`config.mk`:
```
export PLATFORM = sky130hd
export DESIGN_NAME = sm3_pad_flat
export DESIGN_NICKNAME = d
export VERILOG_FILES = /design/src/rtl/sm3_pkg.sv /design/src/rtl/sm3_pad_if.sv /design/src/rtl/sm3_pad.sv /design/src/flat_wrapper.sv
export SDC_FILE = /design/constraint.sdc
export NUM_CORES = 2
export LEC_CHECK = 0
export CAP_MARGIN = 40
export CORE_AREA = 2 2 289 291
export DETAILED_ROUTE_END_ITERATION = 10
export DIE_AREA = 0 0 291 293
export PLACE_DENSITY = 0.84
export SETUP_SLACK_MARGIN = 0.05
export SYNTH_ARGS = -nofsm -noshare
export SYNTH_HDL_FRONTEND = slang
export SYNTH_SLANG_ARGS = --single-unit
export TNS_END_PERCENT = 20
```
`constraint.sdc`:
```
create_clock -name clk -period 5.3 [get_ports clk]
set_input_delay 1.325 -clock clk [delete_from_list [all_inputs] [get_ports clk]]
set_output_delay 1.325 -clock clk [all_outputs]
set_load 0.01 [all_outputs]
```
`src/rtl/sm3_pkg.sv`:
```
// Shared definitions for the SM3 message padder: block geometry, the FSM
// state type and the 0x80 terminator insertion helper.
package sm3_pkg;

  localparam int SM3_BLOCK_W     = 512;
  localparam int SM3_LEN_FIELD_W = 64;

  typedef enum logic [1:0] {
    S_FILL,
    S_OUT,
    S_TAIL
  } state_t;

  // Writes 0x80 at byte byte_pos (byte 0 sits at [511:504]) and clears every
  // later byte. Earlier bytes are kept. A byte_pos of 64 leaves the block as is.
  function automatic logic [SM3_BLOCK_W-1:0] pad_insert(
    input logic [SM3_BLOCK_W-1:0] block,
    input logic [6:0]             byte_pos
  );
    logic [SM3_BLOCK_W-1:0] r;
    r = block;
    for (int i = 0; i < 64; i++) begin
      if (7'(i) == byte_pos) begin
        r[511-8*i -: 8] = 8'h80;
      end else if (7'(i) > byte_pos) begin
        r[511-8*i -: 8] = 8'h00;
      end
    end
    return r;
  endfunction

endpackage

```
`src/rtl/sm3_pad_if.sv`:
```
// Handshake bundle for the SM3 padder: word input stream and block output
// stream. The padder itself connects through the slave modport.
interface sm3_pad_if;

  logic         in_valid;
  logic         in_ready;
  logic [31:0]  in_data;
  logic         in_last;
  logic [2:0]   in_nbytes;
  logic         out_valid;
  logic         out_ready;
  logic [511:0] out_block;
  logic         out_last;

  modport master (
    output in_valid, in_data, in_last, in_nbytes, out_ready,
    input  in_ready, out_valid, out_block, out_last
  );

  modport slave (
    input  in_valid, in_data, in_last, in_nbytes, out_ready,
    output in_ready, out_valid, out_block, out_last
  );

endinterface

```
`src/rtl/sm3_pad.sv`:
```
// Streaming SM3 message padder. Collects big-endian 32-bit words into a
// 512-bit buffer and emits padded blocks with 0x80, zero fill and the 64-bit
// message bit length. A tail block is produced when the terminator or the
// length field does not fit into the final data block.
module sm3_pad
  import sm3_pkg::*;
#(
  parameter int LEN_W = 64
) (
  input logic   clk,
  input logic   rst_n,
  sm3_pad_if.slave bus
);

  state_t                 state_q, state_d;
  logic [4:0]             widx_q, widx_d;
  logic [LEN_W-1:0]       len_q, len_d;
  logic [SM3_BLOCK_W-1:0] fill_q, fill_d;
  logic [SM3_BLOCK_W-1:0] blk_q, blk_d;
  logic                   last_q, last_d;
  logic                   tail_q, tail_d;
  logic                   tail80_q, tail80_d;

  logic [2:0]             nb;
  logic [31:0]            word_m;
  logic [SM3_BLOCK_W-1:0] fill_w;
  logic [LEN_W-1:0]       len_w;
  logic [6:0]             b_pos;

  assign bus.in_ready  = (state_q == S_FILL);
  assign bus.out_valid = (state_q == S_OUT);
  assign bus.out_block = blk_q;
  assign bus.out_last  = last_q;

  // Word merge, terminator placement and next-state selection.
  always_comb begin
    state_d  = state_q;
    widx_d   = widx_q;
    len_d    = len_q;
    fill_d   = fill_q;
    blk_d    = blk_q;
    last_d   = last_q;
    tail_d   = tail_q;
    tail80_d = tail80_q;

    // Only the final word may be short; oversize counts saturate at a full word.
    if (bus.in_last) begin
      nb = (bus.in_nbytes > 3'd4) ? 3'd4 : bus.in_nbytes;
    end else begin
      nb = 3'd4;
    end

    word_m = '0;
    for (int j = 0; j < 4; j++) begin
      if (3'(j) < nb) begin
        word_m[31-8*j -: 8] = bus.in_data[31-8*j -: 8];
      end
    end

    fill_w = fill_q;
    for (int w = 0; w < 16; w++) begin
      if (widx_q == 5'(w)) begin
        fill_w[511-32*w -: 32] = word_m;
      end
    end

    len_w = len_q + LEN_W'({nb, 3'b000});
    b_pos = {widx_q, 2'b00} + {4'b0000, nb};

    case (state_q)
      S_FILL: begin
        if (bus.in_valid) begin
          len_d = len_w;
          if (!bus.in_last) begin
            if (widx_q == 5'd15) begin
              state_d = S_OUT;
              blk_d   = fill_w;
              last_d  = 1'b0;
              tail_d  = 1'b0;
            end else begin
              fill_d = fill_w;
              widx_d = widx_q + 5'd1;
            end
          end else begin
            state_d = S_OUT;
            if (b_pos <= 7'd55) begin
              blk_d        = pad_insert(fill_w, b_pos);
              blk_d[63:0]  = 64'(len_w);
              last_d       = 1'b1;
              tail_d       = 1'b0;
            end else if (b_pos <= 7'd63) begin
              blk_d    = pad_insert(fill_w, b_pos);
              last_d   = 1'b0;
              tail_d   = 1'b1;
              tail80_d = 1'b0;
            end else begin
              blk_d    = fill_w;
              last_d   = 1'b0;
              tail_d   = 1'b1;
              tail80_d = 1'b1;
            end
          end
        end
      end
      S_OUT: begin
        if (bus.out_ready) begin
          if (tail_q) begin
            state_d = S_TAIL;
          end else begin
            state_d = S_FILL;
            fill_d  = '0;
            widx_d  = '0;
            if (last_q) begin
              len_d = '0;
            end
          end
        end
      end
      S_TAIL: begin
        blk_d          = '0;
        blk_d[511:504] = tail80_q ? 8'h80 : 8'h00;
        blk_d[63:0]    = 64'(len_q);
        last_d         = 1'b1;
        tail_d         = 1'b0;
        state_d        = S_OUT;
      end
      default: begin
        state_d = S_FILL;
      end
    endcase
  end

  // State and datapath registers; reset drops any partially collected message.
  always_ff @(posedge clk or negedge rst_n) begin
    if (!rst_n) begin
      state_q  <= S_FILL;
      widx_q   <= '0;
      len_q    <= '0;
      fill_q   <= '0;
      blk_q    <= '0;
      last_q   <= 1'b0;
      tail_q   <= 1'b0;
      tail80_q <= 1'b0;
    end else begin
      state_q  <= state_d;
      widx_q   <= widx_d;
      len_q    <= len_d;
      fill_q   <= fill_d;
      blk_q    <= blk_d;
      last_q   <= last_d;
      tail_q   <= tail_d;
      tail80_q <= tail80_d;
    end
  end

endmodule
```
`src/flat_wrapper.sv`:
```
// flat-port wrapper written by rule: the top's interface ports become plain ports
module sm3_pad_flat import sm3_pkg::*;
#(
  parameter int LEN_W = 64
)
  (clk, rst_n, bus_in_valid, bus_in_data, bus_in_last, bus_in_nbytes, bus_out_ready, bus_in_ready, bus_out_valid, bus_out_block, bus_out_last);
  sm3_pad_if bus_i ();
  input logic clk;
  input logic rst_n;
  input wire logic [$bits(bus_i.in_valid)-1:0] bus_in_valid;
  input wire logic [$bits(bus_i.in_data)-1:0] bus_in_data;
  input wire logic [$bits(bus_i.in_last)-1:0] bus_in_last;
  input wire logic [$bits(bus_i.in_nbytes)-1:0] bus_in_nbytes;
  input wire logic [$bits(bus_i.out_ready)-1:0] bus_out_ready;
  output wire logic [$bits(bus_i.in_ready)-1:0] bus_in_ready;
  output wire logic [$bits(bus_i.out_valid)-1:0] bus_out_valid;
  output wire logic [$bits(bus_i.out_block)-1:0] bus_out_block;
  output wire logic [$bits(bus_i.out_last)-1:0] bus_out_last;
  assign bus_i.in_valid = bus_in_valid;
  assign bus_i.in_data = bus_in_data;
  assign bus_i.in_last = bus_in_last;
  assign bus_i.in_nbytes = bus_in_nbytes;
  assign bus_i.out_ready = bus_out_ready;
  assign bus_in_ready = bus_i.in_ready;
  assign bus_out_valid = bus_i.out_valid;
  assign bus_out_block = bus_i.out_block;
  assign bus_out_last = bus_i.out_last;
  sm3_pad #(.LEN_W(LEN_W)) u_core (.clk(clk), .rst_n(rst_n), .bus(bus_i));
endmodule
```
==> flow_metrics.tcl <==
set metrics [dict create \
    die_h_um 293 \
    async_flop_share_pct 100 \
    rr_endpoint "u_core.bus.out_block[231]" \
    holdPathStages 2 \
    rrSetupSlack_ps 950 \
    drv_cap 0 \
    die_area_mm2 0.0853 \
    rr_worst_depth 8 \
    drc_errors 0 \
    synthesis.area_mm2 0.0490 \
    dp.cells 6989 \
    cts_buffer_depth 3 \
    routed_wl_mm 212 \
    switchingPower_mw 7.84 \
    post-route-min-period_ps 4980 \
    cts_setup_buffers 0 \
    via_per_inst 6.81 \
    routedWlPerCell_um 29.4 \
    ys_types 87 \
    fin_total_pwr_mw 23.6 \
    num_rows 105 \
    cts_sinks 1095 \
    synth-seq-cells 1095 \
    syn_inst 5574 \
    cts_tree "done" \
    gp_congestion 1.07 \
    synth_nets 5625 \
    p_per_area_mw_per_mm2 392 \
    fin_ws_ps 324 \
    crit_end "u_core.bus.out_block[37]" \
    first_iter_violations 8245 \
    peakVddDrop_v 0.000323 \
    cts_root_buf "clkbuf_16" \
    cts_made_buffers 107 \
    hold_buffers 0 \
    internal_power_mw 15.7 \
    drtPass1Iterations 7 \
    h-tree-depth 3 \
    worstPathRequired_ps 5880 \
    rsz0062_at_grt "no" \
    worstSetupEndpointType "flop" \
    clk_latency_ps 710 \
    pwr-share-seq_pct 43.1 \
    yosysSeqAreaShare_pct 56.0 \
    fp.dieW_um 291 \
    crit_arrival_ps 5560 \
    status "complete, no violations" \
    cp-start-kind "primary input" \
    pwr-share-clk_pct 33.4 \
    worstMarginPinSlew_ps 1110 \
    grt_pass1_wl_mm 306 \
    worstSetupStartpoint "bus_in_nbytes[2]" \
    fmax_mhz 201 \
    r2r-start "u_core.widx_q[1]" \
    ys.flop_type "dfrtp_1" \
    relSlewSlack_pct 26.3 \
    dpl.hpwl_mm 140 \
    finalMaxSlewViolations 0 \
    core_region_area_mm2 0.0818 \
    synth_warnings 0 \
    drive_gt1_share_pct 7.93 \
    fin_cells 7205 \
    nets 6083 \
    setup_viol 0 \
    hold_path.class "flop to flop" \
    grt_usage_pct 49.0 \
    ant_nets 0 \
    switching_share_pct 33.3 \
    clock_skew_ps 40.6 \
    area_delta_synth_final_pct 22.8 \
    pwr-share-comb_pct 23.5 \
    portBuffers 554 \
    period_share_pct 93.9 \
    io_pins 555 \
    cp_max_fo 10 \
    place_ws_ps -134 \
    synth.avg_cell_area_um2 8.78 \
    via_count 49081 \
    initial_core_util_pct 59.8 \
    synth_edf_count 0 \
    grt_pass1_vias 45911 \
    clkTransAtPathRegs_ps 60 \
    p_leak_nw 25.9 \
    grt_max_degree 196 \
    critPathKind "primary input to flop" \
    grt-ovfl-total 0 \
    post_cts_resized 0 \
    hold_viol_final 0 \
    antenna_found_initial 18 \
]
-- metal layers --
metal / track usage, % / wire length (um) / part of all wire (%)
met5: 0 / 205 / 0.097
met2: 66.3 / 85800 / 40
met3: 21.3 / 35400 / 17
met4: 36.5 / 18600 / 8.8
met1: 62.2 / 71900 / 34
-- cell families after synthesis --
group,Yosys count,share of synthesized area (%)
simple gates,2015,17.2
compound gates,1911,21.5
flops,1095,56.0
buf+inv,478,3.78
mux,35,0.744
xor+xnor,29,0.519
fa+ha+maj,11,0.296
-- power by group through the flow --
| stage | logic (mW) | clock network (mW) | registers [mW] |
|---|---|---|---|
| 3_5_place_dp | 5.26 | 0 | 10.2 |
| 6_report | 5.54 | 7.87 | 10.2 |
| 5_1_grt | 5.82 | 8.16 | 10.2 |
| 2_1_floorplan | 2.26 | 0 | 10.2 |
| 3_3_place_gp | 5.15 | 0 | 10.2 |
| 4_1_cts | 5.32 | 7.82 | 10.1 |
-- worst min-delay path by stage --
stage / slack (ps) / to / startpoint
after floorplan: 440 / u_core.fill_q[47] / u_core.fill_q[47]
after CTS: 480 / u_core.fill_q[55] / u_core.fill_q[55]
after global routing: 500 / u_core.fill_q[137] / u_core.fill_q[137]
final: 480 / u_core.fill_q[55] / u_core.fill_q[55]
after global placement: 460 / u_core.fill_q[55] / u_core.fill_q[55]
after detailed placement: 470 / u_core.fill_q[55] / u_core.fill_q[55]
-- final cells by class --
| class | instances | area, um2 |
|---|---|---|
| Clock inverter | 33 | 468 |
| Antenna cell | 18 | 45.0 |
| Timing Repair Buffer | 803 | 7800 |
| Clock buffer | 161 | 3120 |
| Fill cell | 5822 | 21700 |
| Tap cell | 1070 | 1340 |
| Inverter | 24 | 90.1 |
| Sequential cell | 1095 | 27400 |
| Multi-Input combinational cell | 4001 | 19800 |
-- cells in the mapped netlist, types with 15 or more instances --
master | n | area share [%]
a21oi_1 | 493 | 5.0
a221oi_1 | 19 | 0.34
a22o_1 | 42 | 0.75
a22oi_1 | 26 | 0.40
a31oi_1 | 32 | 0.41
and2_1 | 48 | 0.61
and3_1 | 33 | 0.42
buf_1 | 21 | 0.16
buf_2 | 39 | 0.40
clkbuf_1 | 391 | 3.0
dfrtp_1 | 1095 | 56
inv_1 | 22 | 0.17
mux2i_1 | 24 | 0.49
nand2_1 | 1169 | 9.0
nand3_1 | 78 | 0.80
nand4_1 | 22 | 0.28
nor2_1 | 516 | 4.0
nor2b_1 | 45 | 0.58
nor3_1 | 24 | 0.25
nor4_1 | 15 | 0.19
o211ai_1 | 19 | 0.29
o21ai_0 | 1082 | 11
o21ai_1 | 26 | 0.27
o221ai_1 | 35 | 0.63
o31ai_1 | 33 | 0.51
xor2_1 | 18 | 0.32
-- layout by cell type (no fill, tap or decap), types with 19 or more instances in the layout --
| master | n |
|---|---|
| dfrtp_1 | 1095 |
| inv_1 | 22 |
| clkbuf_16 | 108 |
| a31oi_1 | 32 |
| and2_1 | 48 |
| a22o_1 | 42 |
| nor3_1 | 24 |
| clkbuf_1 | 31 |
| buf_12 | 19 |
| nand4_1 | 22 |
| clkdlybuf4s50_1 | 553 |
| nor2_1 | 513 |
| nand3_1 | 73 |
| and3_1 | 33 |
| clkbuf_8 | 22 |
| nor2b_1 | 45 |
| o31ai_1 | 33 |
| o211ai_1 | 19 |
| nand2_1 | 1159 |
| buf_4 | 219 |
| mux2i_1 | 23 |
| a221oi_1 | 19 |
| o21ai_0 | 1080 |
| a21oi_1 | 493 |
| o221ai_1 | 35 |
| a22oi_1 | 26 |
-- state kept, by name, summed over array words and instances, names as in the netlist --
name,flops
u_core.bus.out_block,512
u_core.bus.out_last,1
u_core.fill_q,512
u_core.len_q,61
u_core.state_q,2
u_core.tail80_q,1
u_core.tail_q,1
u_core.widx_q,5
-- metrics by stage --
step                TNS [ps]  utilization (%)  hold WS [ps]  cell area [um2]
floorplan                  0                -           442            49000
global placement           0             68.6           456            56200
detailed placement      -197             68.9           467            56400
CTS                        0             73.3           481            60000
global route               0             73.4           503            60100
finish                     0             73.4           480            60100
-- worst max-delay path, cell delays in order --
cell	delay, ps
clkdlybuf4s50_1	610
and2b_1	400
and2_1	190
ha_1	200
inv_1	70
fa_1	450
nor2b_1	310
o2111ai_1	460
buf_4	370
nor4_1	600
xor2_1	130
a221oi_1	320
o21ai_0	110
Power figures use the tool's default switching activity.
